===== src/rtl/vga_pic_window.sv =====
// VGA timing generator with a movable PIC_W x PIC_H image window read from an external ROM.
// The window moves on key pulses (manual) or bounces between the screen edges (auto).
module vga_pic_window #(
  parameter int               H_ACTIVE = 800,
  parameter int               H_FP     = 40,
  parameter int               H_SYNC   = 128,
  parameter int               H_BP     = 88,
  parameter int               V_ACTIVE = 600,
  parameter int               V_FP     = 1,
  parameter int               V_SYNC   = 4,
  parameter int               V_BP     = 23,
  parameter logic             SYNC_POL = 1'b1,
  parameter int               PIC_W    = 256,
  parameter int               PIC_H    = 256,
  parameter int               ADDR_W   = 16,
  parameter int               RGB_W    = 8,
  parameter int               ROM_LAT  = 1,
  parameter int               STEP     = 8,
  parameter logic [RGB_W-1:0] BG_COLOR = '0
) (
  input  logic              clk,
  input  logic              rst_n,
  input  logic [3:0]        key_pulse,
  input  logic              mode_toggle,
  input  logic [RGB_W-1:0]  rom_q,
  output logic [ADDR_W-1:0] rom_addr,
  output logic              vga_hs,
  output logic              vga_vs,
  output logic              vga_de,
  output logic [RGB_W-1:0]  vga_rgb,
  output logic              frame_start
);

  localparam int H_TOT  = H_ACTIVE + H_FP + H_SYNC + H_BP;
  localparam int V_TOT  = V_ACTIVE + V_FP + V_SYNC + V_BP;
  localparam int HW     = $clog2(H_TOT);
  localparam int VW     = $clog2(V_TOT);
  localparam int XW     = $clog2(H_ACTIVE + 1);
  localparam int YW     = $clog2(V_ACTIVE + 1);
  localparam int DLY    = ROM_LAT + 1;
  localparam int X_MAX  = H_ACTIVE - PIC_W;
  localparam int Y_MAX  = V_ACTIVE - PIC_H;
  localparam int HS_BEG = H_ACTIVE + H_FP;
  localparam int HS_END = HS_BEG + H_SYNC;
  localparam int VS_BEG = V_ACTIVE + V_FP;
  localparam int VS_END = VS_BEG + V_SYNC;

  typedef enum logic {MODE_MANUAL, MODE_AUTO} mode_t;

  logic [HW-1:0] h_cnt_reg;
  logic [VW-1:0] v_cnt_reg;
  logic          h_last, v_last, frame_end;

  assign h_last      = (h_cnt_reg == HW'(H_TOT - 1));
  assign v_last      = (v_cnt_reg == VW'(V_TOT - 1));
  assign frame_end   = h_last && v_last;
  assign frame_start = frame_end;

  always_ff @(posedge clk or negedge rst_n) begin
    if (!rst_n) begin
      h_cnt_reg <= '0;
      v_cnt_reg <= '0;
    end else begin
      h_cnt_reg <= h_last ? '0 : h_cnt_reg + 1'b1;
      if (h_last)
        v_cnt_reg <= v_last ? '0 : v_cnt_reg + 1'b1;
    end
  end

  // Window position and mode state
  mode_t         mode_reg, mode_next;
  logic [XW-1:0] x0_reg, x0_next;
  logic [YW-1:0] y0_reg, y0_next;
  logic          dir_x_reg, dir_x_next, dir_y_reg, dir_y_next;
  logic [3:0]    pend_key_reg, pend_key_next, keys_eff;
  logic          pend_tog_reg, pend_tog_next, tog_eff;

  logic [31:0] h_w, v_w, x_w, y_w;
  assign h_w = 32'(h_cnt_reg);
  assign v_w = 32'(v_cnt_reg);
  assign x_w = 32'(x0_reg);
  assign y_w = 32'(y0_reg);

  always_comb begin
    keys_eff      = pend_key_reg | key_pulse;
    tog_eff       = pend_tog_reg | mode_toggle;
    pend_key_next = keys_eff;
    pend_tog_next = tog_eff;
    mode_next     = mode_reg;
    x0_next       = x0_reg;
    y0_next       = y0_reg;
    dir_x_next    = dir_x_reg;
    dir_y_next    = dir_y_reg;
    if (frame_end) begin
      pend_key_next = '0;
      pend_tog_next = 1'b0;
      if (tog_eff)
        mode_next = (mode_reg == MODE_AUTO) ? MODE_MANUAL : MODE_AUTO;
      if (mode_reg == MODE_AUTO) begin
        // Landing on a limit holds it for this frame and reverses for the next
        if (dir_x_reg) begin
          if (x_w + 1 >= X_MAX) begin
            x0_next    = XW'(X_MAX);
            dir_x_next = 1'b0;
          end else x0_next = XW'(x_w + 1);
        end else begin
          if (x_w <= 1) begin
            x0_next    = '0;
            dir_x_next = 1'b1;
          end else x0_next = XW'(x_w - 1);
        end
        if (dir_y_reg) begin
          if (y_w + 1 >= Y_MAX) begin
            y0_next    = YW'(Y_MAX);
            dir_y_next = 1'b0;
          end else y0_next = YW'(y_w + 1);
        end else begin
          if (y_w <= 1) begin
            y0_next    = '0;
            dir_y_next = 1'b1;
          end else y0_next = YW'(y_w - 1);
        end
      end else begin
        if (keys_eff[3] && !keys_eff[2])
          x0_next = (x_w + STEP >= X_MAX) ? XW'(X_MAX) : XW'(x_w + STEP);
        else if (keys_eff[2] && !keys_eff[3])
          x0_next = (x_w <= STEP) ? '0 : XW'(x_w - STEP);
        if (keys_eff[1] && !keys_eff[0])
          y0_next = (y_w + STEP >= Y_MAX) ? YW'(Y_MAX) : YW'(y_w + STEP);
        else if (keys_eff[0] && !keys_eff[1])
          y0_next = (y_w <= STEP) ? '0 : YW'(y_w - STEP);
      end
    end
  end

  always_ff @(posedge clk or negedge rst_n) begin
    if (!rst_n) begin
      mode_reg     <= MODE_MANUAL;
      x0_reg       <= XW'(X_MAX / 2);
      y0_reg       <= YW'(Y_MAX / 2);
      dir_x_reg    <= 1'b1;
      dir_y_reg    <= 1'b1;
      pend_key_reg <= '0;
      pend_tog_reg <= 1'b0;
    end else begin
      mode_reg     <= mode_next;
      x0_reg       <= x0_next;
      y0_reg       <= y0_next;
      dir_x_reg    <= dir_x_next;
      dir_y_reg    <= dir_y_next;
      pend_key_reg <= pend_key_next;
      pend_tog_reg <= pend_tog_next;
    end
  end

  // Raw per-sample flags and ROM address
  logic de_raw, hs_raw, vs_raw, in_win;
  logic [ADDR_W-1:0] addr_calc;

  assign de_raw = (h_w < H_ACTIVE) && (v_w < V_ACTIVE);
  assign hs_raw = (h_w >= HS_BEG) && (h_w < HS_END);
  assign vs_raw = (v_w >= VS_BEG) && (v_w < VS_END);
  assign in_win = (h_w >= x_w) && (h_w < x_w + PIC_W) &&
                  (v_w >= y_w) && (v_w < y_w + PIC_H);
  // Modular arithmetic in ADDR_W bits yields the truncated address directly
  assign addr_calc = (ADDR_W'(v_cnt_reg) - ADDR_W'(y0_reg)) * ADDR_W'(PIC_W)
                   + (ADDR_W'(h_cnt_reg) - ADDR_W'(x0_reg));

  logic [DLY-1:0] de_sr, win_sr, hs_sr, vs_sr;

  always_ff @(posedge clk or negedge rst_n) begin
    if (!rst_n) begin
      rom_addr <= '0;
      de_sr    <= '0;
      win_sr   <= '0;
      hs_sr    <= {DLY{~SYNC_POL}};
      vs_sr    <= {DLY{~SYNC_POL}};
      vga_hs   <= ~SYNC_POL;
      vga_vs   <= ~SYNC_POL;
      vga_de   <= 1'b0;
      vga_rgb  <= '0;
    end else begin
      rom_addr <= in_win ? addr_calc : '0;
      de_sr    <= {de_sr[DLY-2:0], de_raw};
      win_sr   <= {win_sr[DLY-2:0], in_win};
      hs_sr    <= {hs_sr[DLY-2:0], hs_raw ? SYNC_POL : ~SYNC_POL};
      vs_sr    <= {vs_sr[DLY-2:0], vs_raw ? SYNC_POL : ~SYNC_POL};
      vga_hs   <= hs_sr[DLY-1];
      vga_vs   <= vs_sr[DLY-1];
      vga_de   <= de_sr[DLY-1];
      vga_rgb  <= de_sr[DLY-1] ? (win_sr[DLY-1] ? rom_q : BG_COLOR) : '0;
    end
  end

endmodule


===== config.mk =====
export PLATFORM = sky130hd
export DESIGN_NAME = vga_pic_window
export DESIGN_NICKNAME = d
export VERILOG_FILES = /design/src/rtl/vga_pic_window.sv
export SDC_FILE = /design/constraint.sdc
export NUM_CORES = 1
export LEC_CHECK = 0
export ABC_AREA = 1
export CAP_MARGIN = 0
export CORE_MARGIN = 1
export CORE_UTILIZATION = 47
export CTS_BUF_LIST = sky130_fd_sc_hd__clkbuf_2 sky130_fd_sc_hd__clkbuf_4 sky130_fd_sc_hd__clkbuf_8
export CTS_CLUSTER_SIZE = 30
export DETAILED_ROUTE_END_ITERATION = 8
export PLACE_DENSITY = 0.66
export SETUP_SLACK_MARGIN = 0.3
export SYNTH_ARGS = -nofsm -noshare
export SYNTH_HDL_FRONTEND = slang
export SYNTH_SLANG_ARGS = --single-unit

===== constraint.sdc =====
create_clock -name clk -period 3.6 [get_ports clk]
set_clock_uncertainty 0.05 [all_clocks]
set_input_delay 0.54 -clock clk [delete_from_list [all_inputs] [get_ports clk]]
set_output_delay 0.54 -clock clk [all_outputs]
set_load 0.005 [all_outputs]

# --- After elaboration in Yosys (flattened, before gate mapping) ---
# Cells that the tools add are included.
# W data, S select, Z words.
totals:
  input_bits: 15
  ff_bits: 84
  out_inout_bits: 28
classes:
  n_reduce_logical: 21
  add_sub_neg: 15
  order_cmp: 18
  mux: 32
  eq_ne: 2
  bitwise: 2
op_table:
  columns: ["operator", "count"]
  rows:
  - ["$mux W10", 17]
  - ["$ge A32 B10 Y1 const B", 2]
  - ["$ge A32 B9 Y1 const B", 2]
  - ["$add A10 B1 Y11 const B", 2]
  - ["$add A10 B4 Y11 const B", 2]
  - ["$add A10 B9 Y11 const B", 2]
  - ["$lt A11 B10 Y1 const B", 2]
  - ["$le A10 B1 Y1 const B", 2]
  - ["$le A10 B4 Y1 const B", 2]
  - ["$lt A10 B10 Y1 const B", 2]
  - ["$sub A10 B1 Y10 const B", 2]
  - ["$sub A10 B4 Y10 const B", 2]
  - ["$add A16 B16 Y16", 1]
  - ["$mux W16", 1]
  - ["$mux W8", 2]
  - ["$sub A11 B10 Y12", 1]
  - ["$add A11 B1 Y11 const B", 1]
  - ["$eq A11 B11 Y1 const B", 1]
  - ["$ge A11 B10 Y1", 1]
  - ["$ge A11 B10 Y1 const B", 1]
  - ["$logic_and A1 B1 Y1", 11]
  - ["$lt A10 B11 Y1", 1]
  - ["$lt A11 B11 Y1", 1]
  - ["$mux W11", 1]
  - ["other kinds (12)", 28]

# --- Logic depth before layout (Yosys ltp) ---
depth:
  ltp_word: 6
  depth_mapped: 21

# --- Worst setup path before layout ---
# OpenSTA, ideal clock, no wires.
synth_path:
  path_type: "flip-flop to flip-flop"
  startpoint: "register x0_reg[2]"
  endpoint: "register rom_addr[14]"
  required_time_ns: 3.419
  n_path_buf: 1
  arrival_ns: 2.991
  setup_slack_ns: 0.428
  setup_ns: 0.131
  stages_incl_launch_ff: 21
  path_cell_list: "dfrtp_1 > buf_4 > inv_1 > ha_1 > a21o_1 > a21oi_1 > inv_1 > a21oi_1 > nor2_1 > nor2_1 > xor2_1 > inv_1 > fa_1 > nand2_1 > nand2_1 > a21oi_1 > nor2_1 > o21ai_0 > nand2_1 > xnor2_1 > nor2_1"
synth_between:
  elab_chain_cells: 6
synth_lines:
  columns: ["item", "line", "rtl"]
  rows:
  - ["from (decl)", "72", "logic [XW-1:0] x0_reg, x0_next;"]
  - ["from (signal assigned)", "139", "x0_reg <= XW'(X_MAX / 2);"]
  - ["from (signal assigned)", "147", "x0_reg <= x0_next;"]
  - ["$add A10 B9 Y11", "163", "assign in_win = (h_w >= x_w) && (h_w < x_w + PIC_W) &&"]
  - ["$lt A11 B11 Y1", "163", null]
  - ["$logic_and A1 B1 Y1 (2 in a row)", "163", null]
  - ["$logic_and A1 B1 Y1", "164", "(v_w >= y_w) && (v_w < y_w + PIC_H);"]
  - ["$mux W16 (*)", "183", "rom_addr <= in_win ? addr_calc : '0;"]
  - ["to (signal assigned)", "183", null]
  - ["to (decl)", "26", "output logic [ADDR_W-1:0] rom_addr,"]
# Every way passes the cells marked *; elsewhere a longest branch is shown, timed or not.
# A chain may end at the register's enable or synchronous reset.

# --- Final worst setup path ---
layout_path:
  startpoint: "register x0_reg[4]"
  endpoint: "register rom_addr[14]"
# The elaborated chain is that of the path after synthesis.

==> run metrics <==
cell row count=43; Hold Vio Cnt, Final=0; initial antenna violation count=0; power per cell area=217 nW/um^2; clk_lat worst skew=between 0.3 and 0.4 ns; logic gate share of total power=0.034; share of power burned in the clock network=0.403; post-synthesis compound-gate area fraction=0.106; DRT Pass-1 Iters=6; CTS max path bufs=2; I/O pin cnt=43; Vias/cell=5.20; run status=finished, final reports clean; worst path required time=~3.8 ns; Synth Warn #=0; Largest register FFs=16; multiplexer area fraction after synthesis=0; ANT nets after route=0; detailed-route DRC error count=0; die area=14800 sq um; WL final=17100 um; Reg power frac=0.563; fraction of power spent switching nets=0.255; GRT overflow=0; share of layout cells above drive strength 1=0.0913; CP Max Fanout=6; fin crit share=0.852; xor and xnor area share after synthesis=0.0716; Sw Pwr=0.000429 W; cts hold-fix bufs=0; Area Overhead vs Synth=15.0%; post-synthesis sequential area ratio=0.314; ys flop type=dfrtp_1; # diodes=0; RSZ-0062 raised after global routing=false; total global-route track usage=0.242; cell count after synthesis=between 900 and 1000; Hold Slack=approximately 0.12 ns; max-slew violations=0; drt first-iter violations=between 400 and 500; commonest non-fill, non-tap cells in the layout=205 x nand2_1, 131 x inv_1, 129 x nor2_1; Worst-path clk slew=0.10 ns; main combinational cell family by area after synthesis=simple AND/OR/NAND/NOR gates; drt wl/cell=about 14 um; fill count=about 1400; syn_nets=about 1000; largest net degree at the start of global routing=49; minimum clock period=~3.1 ns; maximum vdd drop=0.000159 V; CTS Sinks=84; core area=roughly 14000 sq um; headroom to the max-slew limit=0.573; # setup viols final=0; vias in the first global route=between 5000 and 6000; syn avg cell area=7.14 sq um; Synth Area in Adders=0.113; highest clock rate=between 300 and 400 MHz; Lkg Pwr=4.00 nW; dpl hpwl=roughly 13000 um; H-tree level count=3; nets=between 1000 and 1500; top cells by area, synth=dfrtp_1 28%, nand2_1 11%, ha_1 10%, inv_1 7.5%, nor2_1 7.3%; global-route wire length before repair=27900 um; post-synthesis cell type count=52; Starting Density=0.483; Least-Margin Pin Slew=approximately 0.64 ns; I/O Buffers=42; area leader, netlist=dfrtp_1; Yosys reg bits=84; number of synthesized flops with an enable pin=0; Max-cap violations=0; CP startpoint kind=register; Critical Path Sink Type=register; RePlAce Congestion=roughly 0.95; Setup TNS=0 ns; asr flop ratio synth=1.00; Synth Cell Area=a little under 7000 sq um; Die Wd=122 um; Critical Setup Path Class=reg -> reg; Root Driver=clkbuf_8; CP arrival=3.29 ns; Synth top area share=0.283; vias=just over 6000; class of the worst hold path=in -> async; CTS tree=built; Num CTS Buffers=9; Die Span Y=roughly 120 um; commonest non-fill, non-tap cell in the layout=nand2_1; Synth Area in Simple Gates=0.302; Internal=between 0.001 and 0.0015 W
-- area by class of cell --
type | count | area [sq um] | area share
Clock buffer | 11 | 145 | 0.0188
Clock inverter | 5 | 42.5 | 0.00550
Inverter | 146 | 561 | 0.0724
Multi-Input combinational cell | 699 | 4070 | 0.527
Sequential cell | 84 | 2110 | 0.273
Tap cell | 180 | 225 | 0.0291
Timing Repair Buffer | 63 | 576 | 0.0744
-- synth_stat cells, types with 2 or more instances --
cell type  number
nor4_1          4
dfstp_2         8
nor2_4          3
fa_1            3
nor3_1         16
or2_2           2
buf_4           3
dfrtp_1        76
a31oi_1         4
ha_1           56
o22ai_1         4
a21boi_1        7
nand2_1       205
clkinv_1        2
inv_2           8
o211ai_1        8
xor2_1         45
nor2_1        130
nor2_2          5
o21bai_1        3
clkbuf_1        5
nand3b_1        3
nand3_2         2
a21o_1          2
o21ai_1         2
xnor2_1        10
buf_2           4
nand4_1        25
a21oi_1        52
o21ai_0        30
nand3_1        60
inv_1         135
-- cells by family after synthesis --
kind of cell    after synthesis
flops                        84
compound gates              123
simple gates                462
fa+ha+maj                    59
xor+xnor                     55
buf+inv                     159
-- power groups by stage --
| stage | combinational, W | sequential [W] | clock, W |
|---|---|---|---|
| after floorplan | 0.0000186 | 0.000963 | 0 |
| after global placement | 0.0000577 | 0.000965 | 0 |
| after detailed placement | 0.0000577 | 0.000965 | 0 |
| after CTS | 0.0000578 | 0.000947 | 0.000694 |
| after global routing | 0.0000652 | 0.000947 | 0.000728 |
| final | 0.0000566 | 0.000947 | 0.000677 |
-- per-layer routing --
| layer | track usage | routed length [um] |
|---|---|---|
| met3 | 0.0407 | 779 |
| met4 | 0.0802 | 297 |
| met5 | 0 | 0 |
| met2 | 0.397 | 8030 |
| met1 | 0.324 | 7970 |
-- worst max-delay path, stage by stage, from the launching register on --
cell and delay [ns]:
dfstp_2 0.58, clkinvlp_4 0.14, ha_4 0.26, nand3_1 0.17, inv_1 0.10, a21oi_2 0.16, nor2_1 0.05, nor2_1 0.10
xor2_1 0.15, inv_1 0.09, fa_2 0.38, nand2_1 0.07, nand2_1 0.06, a21oi_2 0.17, nor2_1 0.06, o21ai_1 0.12
nand2_1 0.07, xnor2_1 0.13, nor2_1 0.06
-- metrics by stage --
stage	area, sq um	cells	util	setup slack (ns)	power, W
after CTS	7600	1180	0.545	0.323	0.00170
final	7740	1188	0.555	0.531	0.00168
after floorplan	6730	942	-	0.428	0.000981
after global placement	7390	1163	0.530	0.235	0.00102
after global routing	7740	1188	0.555	0.278	0.00174
after detailed placement	7390	1163	0.530	0.151	0.00102
-- path summary, 6_finish.rpt --
kind,slack [ns],start,endpoint,cells past startpoint
max reg2reg,0.53,x0_reg[4]$_DFFE_PN1P_,rom_addr[14]$_DFF_PN0_,18
max in group asynchronous,2.59,rst_n,y0_reg[2]$_DFFE_PN1P_,2
min,0.12,rst_n,v_cnt_reg[7]$_DFFE_PN0N_,1
min in group clk,0.31,win_sr[0]$_DFF_PN0_,win_sr[1]$_DFF_PN0_,0
max,0.53,x0_reg[4]$_DFFE_PN1P_,rom_addr[14]$_DFF_PN0_,18
min reg2reg,0.31,win_sr[0]$_DFF_PN0_,win_sr[1]$_DFF_PN0_,0
-- what timing repair did --
action | CTS | global route
endpoints found under the setup margin | 1 | 4
endpoints found under the hold margin | 0 | 0
pin swaps | 0 | 1
resized for setup | 3 | 20
buffers inserted | 1 | 8
Power figures use the tool's default switching activity.
